$ cat src/rtl/acc_adder_tree.sv
// acc_adder_tree: pipelined unsigned adder tree feeding a group accumulator with sticky overflow.
// Define ACC_ADDER_TREE_SHIFT_ACC_EN for bit-serial MSB-first accumulation (acc << 1) + psum.
module acc_adder_tree #(
   parameter  int N_IN    = 64,
   parameter  int IN_W    = 4,
   parameter  int ACC_EXT = 6,
   localparam int L       = $clog2(N_IN),
   localparam int OUT_W   = IN_W + L + ACC_EXT
) (
   input  logic                 clk,
   input  logic                 rst,
   input  logic [N_IN*IN_W-1:0] mul_result,
   input  logic                 in_valid,
   input  logic                 in_last,
   output logic                 in_ready,
   output logic [OUT_W-1:0]     out_sum,
   output logic                 out_valid,
   output logic                 out_ovf,
   input  logic                 out_ready
);
   localparam int PW = IN_W + L;
   logic             stall;
   logic [PW-1:0]    psum;
   logic             fin_v, fin_l;
   logic [OUT_W-1:0] acc_q, acc_d, out_sum_q;
   logic             ovf_q, ovf_d, out_valid_q, out_ovf_q;
   logic [OUT_W:0]   ext;
   assign stall    = out_valid_q && !out_ready;
   assign in_ready = !stall;
   // level 0 registers the raw operands; level k holds N_IN>>k partial sums of IN_W+k bits
   genvar k, j;
   for (k = 0; k <= L; k++) begin : g_lvl
      localparam int W = IN_W + k;
      localparam int M = N_IN >> k;
      logic [M*W-1:0] d_d, d_q;
      logic           v_d, l_d, v_q, l_q;
      if (k == 0) begin : g_in
         assign d_d = mul_result;
         assign v_d = in_valid;
         assign l_d = in_last;
      end else begin : g_add
         for (j = 0; j < M; j++) begin : g_j
            assign d_d[j*W +: W] = W'(g_lvl[k-1].d_q[2*j*(W-1) +: W-1])
                                 + W'(g_lvl[k-1].d_q[(2*j+1)*(W-1) +: W-1]);
         end
         assign v_d = g_lvl[k-1].v_q;
         assign l_d = g_lvl[k-1].l_q;
      end
      always_ff @(posedge clk) begin
         if (rst) begin
            v_q <= 1'b0;
            l_q <= 1'b0;
         end else if (!stall) begin
            v_q <= v_d;
            l_q <= l_d && v_d;
         end
      end
      always_ff @(posedge clk) begin
         if (!stall) d_q <= d_d;
      end
   end
   assign psum  = g_lvl[L].d_q;
   assign fin_v = g_lvl[L].v_q;
   assign fin_l = g_lvl[L].l_q;
`ifdef ACC_ADDER_TREE_SHIFT_ACC_EN
   assign ext   = {1'b0, acc_q[OUT_W-2:0], 1'b0} + (OUT_W+1)'(psum);
   assign ovf_d = ovf_q | acc_q[OUT_W-1] | ext[OUT_W];
`else
   assign ext   = {1'b0, acc_q} + (OUT_W+1)'(psum);
   assign ovf_d = ovf_q | ext[OUT_W];
`endif
   assign acc_d = ext[OUT_W-1:0];
   always_ff @(posedge clk) begin
      if (rst) begin
         acc_q       <= '0;
         ovf_q       <= 1'b0;
         out_sum_q   <= '0;
         out_valid_q <= 1'b0;
         out_ovf_q   <= 1'b0;
      end else if (!stall) begin
         out_valid_q <= fin_v && fin_l;
         if (fin_v) begin
            acc_q <= fin_l ? '0 : acc_d;
            ovf_q <= fin_l ? 1'b0 : ovf_d;
            if (fin_l) begin
               out_sum_q <= acc_d;
               out_ovf_q <= ovf_d;
            end
         end
      end
   end
   assign out_sum   = out_sum_q;
   assign out_valid = out_valid_q;
   assign out_ovf   = out_ovf_q;
endmodule
$ cat config.mk
export PLATFORM = sky130hd
export DESIGN_NAME = acc_adder_tree
export DESIGN_NICKNAME = d
export VERILOG_FILES = /design/src/rtl/acc_adder_tree.sv
export SDC_FILE = /design/constraint.sdc
export NUM_CORES = 1
export LEC_CHECK = 0
export ABC_AREA = 1
export BUFFER_PORTS_ARGS = -buffer_cell sky130_fd_sc_hd__buf_4
export CAP_MARGIN = 20
export CORE_MARGIN = 3
export CORE_UTILIZATION = 60
export DETAILED_ROUTE_END_ITERATION = 6
export GPL_TIMING_DRIVEN = 1
export PLACE_DENSITY = 0.83
export SETUP_SLACK_MARGIN = 0.2
export SYNTH_ARGS = -nofsm -noshare
export SYNTH_HDL_FRONTEND = slang
export SYNTH_SLANG_ARGS = --single-unit
export TNS_END_PERCENT = 50
$ cat constraint.sdc
create_clock -name clk -period 25.2 [get_ports clk]
set_input_delay 5.04 -clock clk [delete_from_list [all_inputs] [get_ports clk]]
set_output_delay 5.04 -clock clk [all_outputs]
set_load 0.01 [all_outputs]
**Word level (Yosys, flattened, before mapping)**

Index checks and enable logic that the tools add are counted.
W data, S select, Z words.

- Output and inout port bits: 19
- Bits in read-only memories: 0
- Register bits: 677
- Logic and storage cells: 107
- Memories: 0
- RAM bits: 0
- Input bits: 261
- Bits in latches: 0

- $add $sub $neg: 64
- Shifts and indexed selects: 0
- Mux-type cells: 2
- Eq/ne operators: 0
- Multipliers: 0
- Order comparisons: 0
- Div/mod/pow operators: 0
- Bitwise operators: 2
- Reduce and logical (&&, ||, !) cells: 13

Operator list:

| kind | count |
|---|---|
| $add A4 B4 Y5 | 32 |
| $add A5 B5 Y6 | 16 |
| $add A6 B6 Y7 | 8 |
| $add A7 B7 Y8 | 4 |
| $add A8 B8 Y9 | 2 |
| $add A16 B10 Y17 | 1 |
| $mux W16 | 1 |
| $add A9 B9 Y10 | 1 |
| $logic_and A1 B1 Y1 | 9 |
| $reduce_and A3 Y1 | 1 |
| $logic_not A1 Y1 | 2 |
| $reduce_and A2 Y1 | 1 |
| $mux W1 | 1 |
| $not A1 Y1 | 1 |
| $or A1 B1 Y1 | 1 |

**Depth between registers and ports, before layout**

Gate-level depths: netlist (run 1).

- Word-level depth: 4
- Gate-level depth with buffers: 11
- Depth with buffers taken out: 11

**Least setup slack after synthesis (run 1)**

No wires, ideal clock.

- Path type: input-to-output
- From: input out_ready
- To: output in_ready
- Arrival time: 16721 ps
- Slack: 3439 ps
- Stages: 2
- Data required time: 20160 ps
- Path through: nor2_4 -> clkinv_1

- Cells in the longest elaborated chain, start to end: 3

RTL lines:

| item | line | RTL |
|---|---|---|
| start: declaration | 19 | `input logic out_ready` |
| $logic_not A1 Y1 | 28 | `assign stall = out_valid_q && !out_ready;` |
| $logic_and A1 B1 Y1 | 28 |  |
| $logic_not A1 Y1 | -- |  |
| end: declaration | 15 | `output logic in_ready,` |

Every way passes these cells.

**Worst setup path after layout (run 1)**

Ends and elaborated chain as after synthesis.

==> metrics.md, run 1 <==
| Metric | Value |
|---|---|
| Non-Filler Instances | 3,462 |
| Sequential Power Share | 44.5% |
| Number of global-route vias before repair | 19,900 |
| Worst-path clk slew | 50 ps |
| Sequential Area | 0.0198 mm^2 |
| Post-synthesis cell type count | 38 |
| Drt pass-1 iters | 5 |
| Fin area | 0.0371 mm^2 |
| Syn Area/Cell | 13.4 um^2 |
| Leak | 16.4 nW |
| Largest net degree at the start of global routing | 198 |
| Drt initial violations | 930 |
| Max Slew Vio Count | 0 |
| Clock skew | 29.6 ps |
| Min cycle time layout | 11,260 ps |
| Critical hold path startpoint | out_sum[10]$_SDFFE_PP0P_ |
| Syn nets | 3,019 |
| Post_cts resized | 0 |
| Complex-gate fraction of the synthesized area | 5.91% |
| Max Clk Rate | 88.8 MHz |
| I/O Pins | 280 |
| Synth Area in Simple Gates | 5.76% |
| CTS buffer count | 72 |
| Peak VDD IR | 0.0801 mV |
| Post-cts hold buffer count | 0 |
| Die ar. | 0.0559 mm^2 |
| Setup Crit Path Kind | input port to primary output |
| Internal power | 0.00265 W |
| Final hold vios | 0 |
| Comb power frac | 28.5% |
| Clock root buffer | clkbuf_16 |
| Share of layout cells above drive strength 1 | 14.2% |
| Placed Instance Area | 0.0348 mm^2 |
| Cells after synthesis | 2,375 |
| Top_reg_cell synth | edfxtp_1 |
| Vias per inst | 5.32 |
| Crit path DAT | 6220 ps |
| Synth area leader | edfxtp_1 |
| CTS tree | built |
| Post-synthesis sequential area ratio | 62.2% |
| Multi-input gate area | 0.0107 mm^2 |
| Async SR Flop Fraction | 0% |
| GRT Resource Usage Total | 20.5% |
| FF+latch count, synth | 677 |
| Final setup TNS | 0 ps |
| HPWL Detailed | 40,400 um |
| Placer Congestion | 0.880 |
| Post-synth top area share | 59.2% |
| CTS HTree Levels | 3 |
| Number of synthesized flops with an enable pin | 628 |
| Drt total wl | 56,500 um |
| Period utilisation layout | 44.7% |
| Hold path cells | 2 |
| DRT antenna net count | 0 |
| # setup viols final | 0 |
| Reg-to-Reg End | g_lvl[1].d_q[114]$_DFFE_PN_ |
| Worst min-delay path class | flip-flop to flip-flop |
| Count leader, synth | edfxtp_1 |
| Max-Cap Viols | 0 |
| Critical Path End Type | primary output |
| Initial antenna violation count | 0 |
| Yosys warnings | 0 |
| Synth top cells by count | 628 x edfxtp_1, 350 x inv_1, 319 x ha_1 |
| Clk pwr share | 27.1% |
| Relative slew slack | 26.9% |
| Filler cells | 3,232 |
| First-pass GRT wire length | 93,200 um |
| Ranking of synthesized cells by area | edfxtp_1 59%, ha_1 13%, inv_1 4.1% |
| Initial Utilization | 61.4% |
| Latest clock arrival within the worst-skew pair | 620 ps |
| Clock Sinks | 677 |
| # nets final | 3,370 |
| Drt wl/cell | 16.3 um |
| Multiplexer area fraction after synthesis | 0% |
| RR Startpoint | out_valid$_SDFFE_PP0N_ |
| Die height | 236 um |
| NetSw | 0.00113 W |
| Post-CTS setup buffers | 0 |
| Crit Path Max Fanout | 131 |
| Post-route DRC | 0 |
| Clock Tree Buf Depth | 3 |
| Worst Reg-to-Reg Cells | 6 |
| Reg2Reg Setup Slack | 20,960 ps |
| Status | complete, no violations |
| Antenna diodes | 0 |
| Area Overhead vs Synth | 16.5% |
| Mapped Area | 0.0319 mm^2 |
| Port Buffer Count | 279 |
| Power density cells | 102 mW/mm^2 |
| Post-Synth XOR/XNOR Area | 5.22% |
| Placed insts | 3,332 |
| Data required time of the critical path | 20,160 ps |
| Startpoint types | input port |
| Hold Path End | out_sum[10]$_SDFFE_PP0P_ |
| Sw Ratio | 30.0% |
| Row count | 83 |
| Chip width | 236 um |
| RSZ-0062 raised after global routing | false |
| Main combinational cell family by area after synthesis | adder cells |
| Adder-cell share of the synthesized area | 16.5% |
| DR vias | 18,400 |
| Slew @ Worst Pin | 1100 ps |
| CORE AREA | 0.0519 mm^2 |
| Total gr overflow | 0 |
[layer usage]
layer / track usage [%] / part of all wire [%] / vias to the layer above
li1: - / - / 9031
met1: 23.4 / 39 / 8810
met4: 7.18 / 3.2 / 0
met5: 0 / 0 / -
met3: 3.95 / 4.5 / 148
met2: 38.1 / 54 / 427
[power groups by stage]
stage	sequential (W)	clock, W	combinational (W)
2_1_floorplan	0.00165	0	0.000820
3_3_place_gp	0.00170	0	0.000995
3_5_place_dp	0.00170	0	0.00107
4_1_cts	0.00168	0.00105	0.00108
5_1_grt	0.00170	0.00109	0.00123
6_report	0.00168	0.00102	0.00108
[worst max-delay path: stages]
cell	delay, ps
buf_4	90
nor2_4	70
inv_8	620
buf_4	250
[layout make-up]
cell class | count | share of cell area, %
tap | 680 | 2.29
clock inverter | 40 | 0.991
clock buffer | 90 | 5.20
sequential | 677 | 53.4
inverter | 353 | 3.61
multi-input combinational | 1338 | 28.7
timing repair buffer | 284 | 5.78
[flip-flops by register name, indices dropped and copies added, names as in the netlist]
signal and cells:
acc_q 16, fin_l 1, fin_v 1, g_lvl.d_q 628, g_lvl.l_q 6, g_lvl.v_q 6, out_ovf 1, out_sum 16
out_valid 1, ovf_q 1
[stage by stage]
step	hold slack, ps	setup slack, ps	util [%]	total power (W)
final	451	13940	71.5	0.00378
after global placement	440	14000	67.1	0.00269
after floorplan	444	3440	-	0.00247
after detailed placement	445	13970	67.1	0.00277
after global routing	477	13890	71.5	0.00403
after CTS	455	13970	71.5	0.00381
[cells in the final DEF, fill, tap and decap left out, types with 3 or more instances in the layout]
cell	Yosys	layout
a211oi_1	15	15
a21o_1	14	14
a21oi_1	182	182
a22o_1	8	8
buf_4	1	283
bufinv_16	0	5
clkbuf_1	0	14
clkbuf_16	0	74
clkinv_1	1	15
clkinv_2	0	11
dfxtp_1	49	49
edfxtp_1	628	628
fa_1	64	64
ha_1	319	319
inv_1	350	350
inv_6	1	5
nand2_1	262	262
nand3_1	86	86
nand4_1	10	10
nor2_1	64	64
nor2_4	3	3
o211ai_1	7	7
o21ai_0	65	65
o21bai_1	27	27
o32ai_1	6	6
xnor2_1	71	71
xor2_1	119	119
[worst max path at each step]
| stage | startpoint | end | slack, ps | depth (start not counted) |
|---|---|---|---|---|
| global route | out_ready | in_ready | 13890 | 4 |
| detailed placement | out_ready | in_ready | 13970 | 4 |
| global placement | out_ready | in_ready | 14000 | 4 |
| CTS | out_ready | in_ready | 13970 | 4 |
| finish | out_ready | in_ready | 13940 | 4 |
| floorplan | out_ready | in_ready | 3440 | 2 |
[cell families after synthesis]
family                     after synthesis
buffers and inverters                  360
DFF                                    677
adders and majority gates              383
AOI/OAI and AO/OA                      332
and+or+nand+nor                        433
xor gates and xnor gates               190
(Power assumes the default switching activity.)
==> run 2, diff against run 1 <==
--- a/config.mk
+++ b/config.mk
@@ -9,10 +9,10 @@
 export BUFFER_PORTS_ARGS = -buffer_cell sky130_fd_sc_hd__buf_4
 export CAP_MARGIN = 20
 export CORE_MARGIN = 3
-export CORE_UTILIZATION = 60
+export CORE_UTILIZATION = 54
 export DETAILED_ROUTE_END_ITERATION = 6
 export GPL_TIMING_DRIVEN = 1
-export PLACE_DENSITY = 0.83
+export PLACE_DENSITY = 0.79
 export SETUP_SLACK_MARGIN = 0.2
 export SYNTH_ARGS = -nofsm -noshare
 export SYNTH_HDL_FRONTEND = slang
==> constraint.sdc (replaced) <==
create_clock -name clk -period 10 [get_ports clk]
set_input_delay 2 -clock clk [delete_from_list [all_inputs] [get_ports clk]]
set_output_delay 2 -clock clk [all_outputs]
set_load 0.01 [all_outputs]
==> metrics.md, run 2 (synthesis gave the netlist of run 1 again) <==
| Metric | Value |
|---|---|
| Status | complete, no violations |
| Share of layout cells above drive strength 1 | 14.3% |
| Vias per inst | 5.17 |
| Placer Congestion | 0.847 |
| Number of global-route vias before repair | 19,900 |
| CTS tree | built |
| Area Overhead vs Synth | 17.1% |
| Max-Cap Viols | 0 |
| Max Slew Vio Count | 0 |
| Final setup TNS | 0 ps |
| Final hold vios | 0 |
| Startpoint types | input port |
| Min cycle time layout | 5220 ps |
| CTS HTree Levels | 3 |
| Largest net degree at the start of global routing | 134 |
| Critical Path End Type | primary output |
| GRT Resource Usage Total | 18.4% |
| Data required time of the critical path | 8000 ps |
| Post-CTS setup buffers | 0 |
| Top cell by count, worst path | buf_4 |
| Drt wl/cell | 16.0 um |
| Worst path cell trace | buf_4, nor2_4, clkinv_16, buf_4 |
| Most frequent cells in the layout | 628 x edfxtp_1, 350 x inv_1, 319 x ha_1 |
| Slowest stage delay, CP | 380 ps |
| Setup Crit Path Kind | input port to primary output |
| Port Buffer Count | 279 |
| Post_cts resized | 0 |
| Initial antenna violation count | 0 |
| Drt total wl | 56,700 um |
| Clock Sinks | 677 |
| I/O Pins | 280 |
| Period utilisation layout | 52.2% |
| Peak VDD IR | 0.163 mV |
| Crit path max-delay cell type | nor2_4 |
| Biggest register | g_lvl.d_q |
| Clock Tree Buf Depth | 3 |
| Total gr overflow | 0 |
| Most common cell after layout, fill and taps aside | edfxtp_1 |
| Max Clk Rate | 192 MHz |
| CORE AREA | 0.0580 mm^2 |
| Crit Path Max Fanout | 133 |
| Chip width | 249 um |
| Antenna diodes | 0 |
| Drt pass-1 iters | 5 |
| # setup viols final | 0 |
| Post-route DRC | 0 |
| CTS buffer count | 73 |
| Initial Utilization | 54.9% |
| Power density cells | 257 mW/mm^2 |
| HPWL Detailed | 40,500 um |
| # nets final | 3,373 |
| DR vias | 18,300 |
| DRT antenna net count | 0 |
| Worst min-delay path class | flip-flop to flip-flop |
| First-pass GRT wire length | 93,500 um |
| Drt initial violations | 837 |
| Clock root buffer | clkbuf_16 |
| RSZ-0062 raised after global routing | false |
| Leak | 16.4 nW |
| Clock skew | 27.2 ps |
| Row count | 88 |
| Latest clock arrival within the worst-skew pair | 610 ps |
| Die ar. | 0.0620 mm^2 |
| Post-cts hold buffer count | 0 |
| Die height | 249 um |
| Worst-path clk slew | 60 ps |
| Relative slew slack | 25.8% |
| Slew @ Worst Pin | 1110 ps |
| Final hold slack | 460 ps |
| Crit path DAT | 3220 ps |
| Max reg flops | 628 |
-- run 2: cell types whose count changed in the layout (fill, tap and decap cells not counted), sizes merged --
| cell | change |
|---|---|
| clkinv | +5 |
| inv | -3 |
| buf | +2 |
| bufinv | +1 |
| clkbuf | -1 |
-- run 2: power breakdown --
part	switching [W]	internal (W)
clock network	0.00108	0.00155
registers	0.000271	0.00398
logic	0.00152	0.00119
-- run 2: routing by layer --
layer  wire, um  up-vias  share of wire, %  GRT usage [%]
met5          0        -                 0              0
met4       1470        0               2.6           5.75
met3       2420      111               4.3           3.36
met2      30800      396                54           34.7
met1      22000     8804                39           21.2
li1           -     9035                 -              -
-- run 2: critical path, delay by kind of cell --
kind                   cells  cell delay (ps)
buffers and inverters      3              800
AND/OR/NAND/NOR            1              380
-- run 2: area by class of cell --
class / count / area (um^2)
Fill cell: 4033 / 20700
Sequential cell: 677 / 19800
Multi-Input combinational cell: 1338 / 10700
Timing Repair Buffer: 286 / 2170
Clock buffer: 89 / 1950
Inverter: 353 / 1360
Tap cell: 765 / 957
Clock inverter: 43 / 394
-- run 2: path summary, 6_finish.rpt --
kind                                                from                     endpoint  slack [ps]  cells past startpoint
worst max-delay path                           out_ready                     in_ready        4780                      4
worst min-delay path            out_sum[11]$_SDFFE_PP0P_     out_sum[11]$_SDFFE_PP0P_         460                      2
worst max register to register    out_valid$_SDFFE_PP0N_  g_lvl[0].d_q[177]$_DFFE_PN_        6900                      5
worst min register to register  out_sum[11]$_SDFFE_PP0P_     out_sum[11]$_SDFFE_PP0P_         460                      2
-- run 2: through the flow --
stage | setup WS [ps] | power, W | area, um^2 | cells | utilization [%]
6_report | 4780 | 0.00959 | 37300 | 3551 | 64.3
5_1_grt | 4650 | 0.0102 | 37300 | 3551 | 64.3
3_5_place_dp | 4720 | 0.00700 | 34900 | 3418 | 60.2
2_1_floorplan | 2920 | 0.00623 | 31900 | 2375 | -
4_1_cts | 4710 | 0.00968 | 37300 | 3550 | 64.3
3_3_place_gp | 4740 | 0.00682 | 34900 | 3418 | 60.2
